[src/rtl/fifo_pkg.sv]
// Shared constants and pointer-coding helpers for the asynchronous FIFO.
// The helpers work on a wide word so any pointer width up to 32 bits can use them.
package fifo_pkg;

  localparam int FIFO_DSIZE = 8;
  localparam int FIFO_ASIZE = 4;
  localparam int DEPTH      = 2**FIFO_ASIZE;
  localparam int PTR_MAX_W  = 32;

  typedef logic [PTR_MAX_W-1:0] ptr_word_t;

  // Zero-extended inputs give the same low ASIZE+1 bits as a width-exact conversion.
  function automatic ptr_word_t bin2gray(input ptr_word_t b);
    return b ^ (b >> 1);
  endfunction

  function automatic ptr_word_t gray2bin(input ptr_word_t g);
    ptr_word_t b;
    b = '0;
    b[PTR_MAX_W-1] = g[PTR_MAX_W-1];
    for (int i = PTR_MAX_W-2; i >= 0; i--) begin
      b[i] = b[i+1] ^ g[i];
    end
    return b;
  endfunction

endpackage

[src/rtl/fifo_sync_2ff.sv]
// Two-flop synchroniser for a Gray-coded pointer crossing into the local clock domain.
module fifo_sync_2ff #(
  parameter int WIDTH = 5
) (
  input  logic             clk,
  input  logic             rst,
  input  logic [WIDTH-1:0] d,
  output logic [WIDTH-1:0] q
);

  logic [WIDTH-1:0] q1_reg;
  logic [WIDTH-1:0] q2_reg;

  always_ff @(posedge clk or posedge rst) begin
    if (rst) begin
      q1_reg <= '0;
      q2_reg <= '0;
    end else begin
      q1_reg <= d;
      q2_reg <= q1_reg;
    end
  end

  assign q = q2_reg;

endmodule

[src/rtl/fifo_wptr_ctrl.sv]
// Write-side pointer/flag controller of the asynchronous FIFO: accepts writes,
// drives the memory write port and produces full, almost-full, fill level and overflow.
module fifo_wptr_ctrl
  import fifo_pkg::*;
#(
  parameter int DSIZE        = FIFO_DSIZE,
  parameter int ASIZE        = FIFO_ASIZE,
  parameter int AFULL_THRESH = 2
) (
  input  logic             wclk,
  input  logic             wrst,
  input  logic             winc,
  input  logic [DSIZE-1:0] wdata,
  input  logic [ASIZE:0]   rptr,
  output logic [ASIZE:0]   wptr,
  output logic             wfull,
  output logic             walmost_full,
  output logic [ASIZE:0]   wcount,
  output logic             woverflow,
  output logic             wclken,
  output logic [ASIZE-1:0] waddr,
  output logic [DSIZE-1:0] wdata_mem
);

  localparam int PW        = ASIZE + 1;
  localparam int MEM_DEPTH = 2**ASIZE;

  logic [PW-1:0] wbin_reg;
  logic [PW-1:0] wgray_reg;
  logic [PW-1:0] wcount_reg;
  logic          wfull_reg;
  logic          walmost_full_reg;
  logic          woverflow_reg;

  logic [PW-1:0] wbin_next;
  logic [PW-1:0] wgray_next;
  logic [PW-1:0] wq2_rptr;
  logic [PW-1:0] rbin_sync;
  logic [PW-1:0] fill_next;
  logic [PW-1:0] full_match;
  logic [PW:0]   free_next;
  logic          accept;

  fifo_sync_2ff #(.WIDTH(PW)) u_sync_rptr (
    .clk (wclk),
    .rst (wrst),
    .d   (rptr),
    .q   (wq2_rptr)
  );

  always_comb begin
    accept     = winc && !wfull_reg && !wrst;
    wbin_next  = wbin_reg + PW'(accept);
    wgray_next = PW'(bin2gray(ptr_word_t'(wbin_next)));
    rbin_sync  = PW'(gray2bin(ptr_word_t'(wq2_rptr)));
    fill_next  = wbin_next - rbin_sync;
    free_next  = (PW+1)'(MEM_DEPTH) - {1'b0, fill_next};
    // Full when the write pointer has lapped the read pointer: top two Gray bits inverted.
    full_match = {~wq2_rptr[ASIZE:ASIZE-1], wq2_rptr[ASIZE-2:0]};
  end

  always_ff @(posedge wclk or posedge wrst) begin
    if (wrst) begin
      wbin_reg         <= '0;
      wgray_reg        <= '0;
      wcount_reg       <= '0;
      wfull_reg        <= 1'b0;
      walmost_full_reg <= 1'b0;
      woverflow_reg    <= 1'b0;
    end else begin
      wbin_reg         <= wbin_next;
      wgray_reg        <= wgray_next;
      wcount_reg       <= fill_next;
      wfull_reg        <= (wgray_next == full_match);
      walmost_full_reg <= (free_next <= (PW+1)'(AFULL_THRESH));
      woverflow_reg    <= woverflow_reg | (winc & wfull_reg);
    end
  end

  assign wptr         = wgray_reg;
  assign wfull        = wfull_reg;
  assign walmost_full = walmost_full_reg;
  assign wcount       = wcount_reg;
  assign woverflow    = woverflow_reg;
  assign wclken       = accept;
  assign waddr        = wbin_reg[ASIZE-1:0];
  assign wdata_mem    = wdata;

endmodule
[config.mk]
export PLATFORM = sky130hd
export DESIGN_NAME = fifo_wptr_ctrl
export DESIGN_NICKNAME = d
export VERILOG_FILES = /design/src/rtl/fifo_pkg.sv /design/src/rtl/fifo_sync_2ff.sv /design/src/rtl/fifo_wptr_ctrl.sv
export SDC_FILE = /design/constraint.sdc
export NUM_CORES = 1
export LEC_CHECK = 0
export ABC_AREA = 1
export CAP_MARGIN = 20
export CORE_ASPECT_RATIO = 0.6
export CORE_MARGIN = 5
export CORE_UTILIZATION = 40
export CTS_CLUSTER_SIZE = 40
export DETAILED_ROUTE_END_ITERATION = 10
export GPL_ROUTABILITY_DRIVEN = 0
export PLACE_DENSITY = 0.7
export SETUP_SLACK_MARGIN = 0.05
export SYNTH_ARGS = -nofsm -noshare
export SYNTH_HDL_FRONTEND = slang
export SYNTH_HIERARCHICAL = 1
export SYNTH_SLANG_ARGS = --single-unit
[constraint.sdc]
create_clock -name wclk -period 3.8 [get_ports wclk]
set_input_delay 0.76 -clock wclk [delete_from_list [all_inputs] [get_ports wclk]]
set_output_delay 0.76 -clock wclk [all_outputs]
set_load 0.02 [all_outputs]
==> results.cfg <==
[run_status]
status = completed

[yosys]
async_flop_share_pct = 100
ys_seq_elements = 27
synth.net_count = 167
gate_count_post_synth = 142
yosysWarningCount = 6
synth_edf_count = 0
post_synth.cell_area_avg_sq_um = 9.84
post_synth_num_cell_types = 22
most_used_flip_flop_cell_after_synthesis = sky130_fd_sc_hd__dfrtp_1
synth.yosys.seq_area_share_pct = 48.3
synth_area_sq_mm = 0.00140

[placement]
detailedPlace.worstSlack_ns = 0.238
dpl_cell_area_sq_mm = 0.00165
placement.io_buffers = 25
hpwl_um = 2120

[worst_hold_path]
hold-path-cell-count = 0
holdCritPathClass = flip-flop to flip-flop
hold_path_end = u_sync_rptr/q[4]
holdCritStartpoint = u_sync_rptr/q1_reg[4]

[critical_path]
worstPathMaxFanout = 3
setup.worst_path.start_class = input port
timing.reg2reg.worst_path_depth = 14
regToRegStartpoint = wfull
crit-reg2reg-capture = walmost_full
timing.critical_path.arrival_ns = 3.49
worst-endpoint-required_ns = 4.01
timing.critical_path.to_type = flip-flop
reg2reg_slack_ns = 1.17
worst-setup-path-type = input port to flip-flop

[power_and_ir_drop]
max-vdd-ir-drop_uv = 347
power.total_mw = 1.51
leakage_power_total_nw = 0.862
p_per_area_mw_per_mm2 = 892

[grt]
pin_count_of_the_biggest_net_entering_global_routing = 18
via_count_of_the_first_global_routing_pass = 1011
grt_util_all_layers_pct = 11.9
overflow_left_after_global_routing = 0
antenna_found_initial = 0
grt_pass1_wl_um = 4490

[clocking]
cts_num_sinks = 27
clock-root-buffer = sky130_fd_sc_hd__clkbuf_8
cts_setup_buffers = 0
clock_path_buffers = 2
cts_tree = yes
post_cts_resized = 0
cts-buffers-inserted = 3
clkLatencyLatePin_ns = 0.27
count_of_hold_fix_buffers_inserted_at_cts = 0
cts.reportedPaths.clkPinSlew_ns = 0.08
cts_max_level = 1

[layout]
postLayoutCoreUtil_pct = 51.4
num-fill-cells = 295
most_used_cells_in_the_layout_excluding_fill_and_tap_cells = sky130_fd_sc_hd__dfrtp_1 (27), sky130_fd_sc_hd__clkdlybuf4s50_1 (25), sky130_fd_sc_hd__nand2_1 (24)
mostFrequentLayoutCell = sky130_fd_sc_hd__dfrtp_1
multiInputGateArea_sq_um = 576
share_of_post_route_cells_with_drive_strength_above_1_pct = 14.0
final-seq-area_sq_um = 676
syn_to_final_growth_pct = 21.4
layout.cell_area.non_filler_sq_mm = 0.00170
layout.nets = 190
number_of_inserted_diodes = 0

[routing]
drtPass1Iterations = 4
iteration_0_drc_markers = 53
detailroute.via_count = 966
detail-route-antenna-nets = 0
drt-wirelength-per-cell_um = 12.1
detail_route.wirelength_um = 2520
post_dr_vias_cell = 4.62
drt_drc_violations_left = 0

[timing]
post-route-worst-setup-slack_ns = 0.516
worst_slew_pin_slew_ns = 0.426
setup-violations-final = 0
tns_ns = 0
fin_crit_ns = 3.28
worst_rel_slew_slack_pct = 71.5
slew_violations = 0
timing.final.crit_share_pct = 86.4
max_clock_freq_mhz = 305
fin_skew_ns = 0.00229
rsz0062_at_grt = no
finalHoldViolCount = 0

[floorplanning]
boundaryPins = 42
die_width_um = 86.3
design.die.area_sq_mm = 0.00481
chipHeight_um = 55.8
placementRows = 16
core_region_area_sq_mm = 0.00330
start_util_pct = 42.3

[job]
drv.max_cap_violation_count = 0
[cell families (layout without fill, tap and decap cells)]
kind of cell,Yosys count,in the layout,synth area share [%]
AOI/OAI and AO/OA,3,3,1.25
xor gates and xnor gates,13,13,9.22
adders and majority gates,9,9,8.06
buffers and inverters,31,53,10.5
DFF,27,27,48.3
and+or+nand+nor,59,59,22.6
[cell type report]
class	instances	share of cell area (%)
Inverter	23	5.09
Sequential cell	27	39.8
Timing Repair Buffer	26	15.2
Multi-Input combinational cell	84	33.9
Clock buffer	4	2.65
Tap cell	45	3.32
[worst max-delay path: stages]
cell	delay (ns)
sky130_fd_sc_hd__clkdlybuf4s50_1	0.43
sky130_fd_sc_hd__inv_1	0.11
sky130_fd_sc_hd__nand2_1	0.06
sky130_fd_sc_hd__nor2_1	0.19
sky130_fd_sc_hd__ha_1	0.19
sky130_fd_sc_hd__ha_1	0.26
sky130_fd_sc_hd__nand3b_1	0.19
sky130_fd_sc_hd__and2_1	0.18
sky130_fd_sc_hd__ha_1	0.32
sky130_fd_sc_hd__inv_1	0.09
sky130_fd_sc_hd__ha_1	0.19
sky130_fd_sc_hd__inv_1	0.06
sky130_fd_sc_hd__nor2_1	0.16
sky130_fd_sc_hd__nand3_1	0.10
sky130_fd_sc_hd__nand2_1	0.06
sky130_fd_sc_hd__nand2_1	0.05
sky130_fd_sc_hd__nor2_2	0.08
[Yosys cell counts (2+ instances only)]
| library cell | instances | area share, % |
|---|---|---|
| sky130_fd_sc_hd__ha_1 | 9 | 8.1 |
| sky130_fd_sc_hd__nand3_1 | 12 | 4.3 |
| sky130_fd_sc_hd__nand3_2 | 4 | 2.9 |
| sky130_fd_sc_hd__nand3b_1 | 2 | 1.1 |
| sky130_fd_sc_hd__xor2_1 | 10 | 6.3 |
| sky130_fd_sc_hd__inv_1 | 21 | 5.6 |
| sky130_fd_sc_hd__nor2_1 | 4 | 1.1 |
| sky130_fd_sc_hd__dfrtp_1 | 27 | 48 |
| sky130_fd_sc_hd__nand2_2 | 7 | 3.1 |
| sky130_fd_sc_hd__nor2_2 | 2 | 0.90 |
| sky130_fd_sc_hd__nand2_1 | 24 | 6.4 |
| sky130_fd_sc_hd__buf_4 | 8 | 4.3 |
| sky130_fd_sc_hd__inv_2 | 2 | 0.54 |
| sky130_fd_sc_hd__xnor2_2 | 2 | 2.3 |
[per-stage QoR]
stage / hold WS (ns) / std cells
global placement: 0.333 / 205
global route: 0.369 / 209
finish: 0.353 / 209
CTS: 0.355 / 209
detailed placement: 0.335 / 205
floorplan: 0.331 / 142
[where the power goes]
part	internal [mW]	switching (mW)
combinational	0.386	0.528
clock	0.0751	0.0827
sequential	0.387	0.0533
[layer usage]
metal | routed length (um) | global-route usage (%) | part of all wire, %
met1 | 1150 | 14.5 | 46
met2 | 1090 | 18.2 | 43
met3 | 220 | 5.18 | 8.7
met4 | 63 | 4.89 | 2.5
met5 | 0 | 0 | 0
[worst max path at each step]
| stage | from | to | slack (ns) |
|---|---|---|---|
| 2_1_floorplan | wrst | walmost_full | 0.38 |
| 3_3_place_gp | wrst | walmost_full | 0.41 |
| 3_5_place_dp | wrst | walmost_full | 0.24 |
| 4_1_cts | wrst | walmost_full | 0.52 |
| 5_1_grt | wrst | walmost_full | 0.32 |
| 6_report | wrst | walmost_full | 0.52 |
No activity file was read; power rests on OpenSTA's default activity.
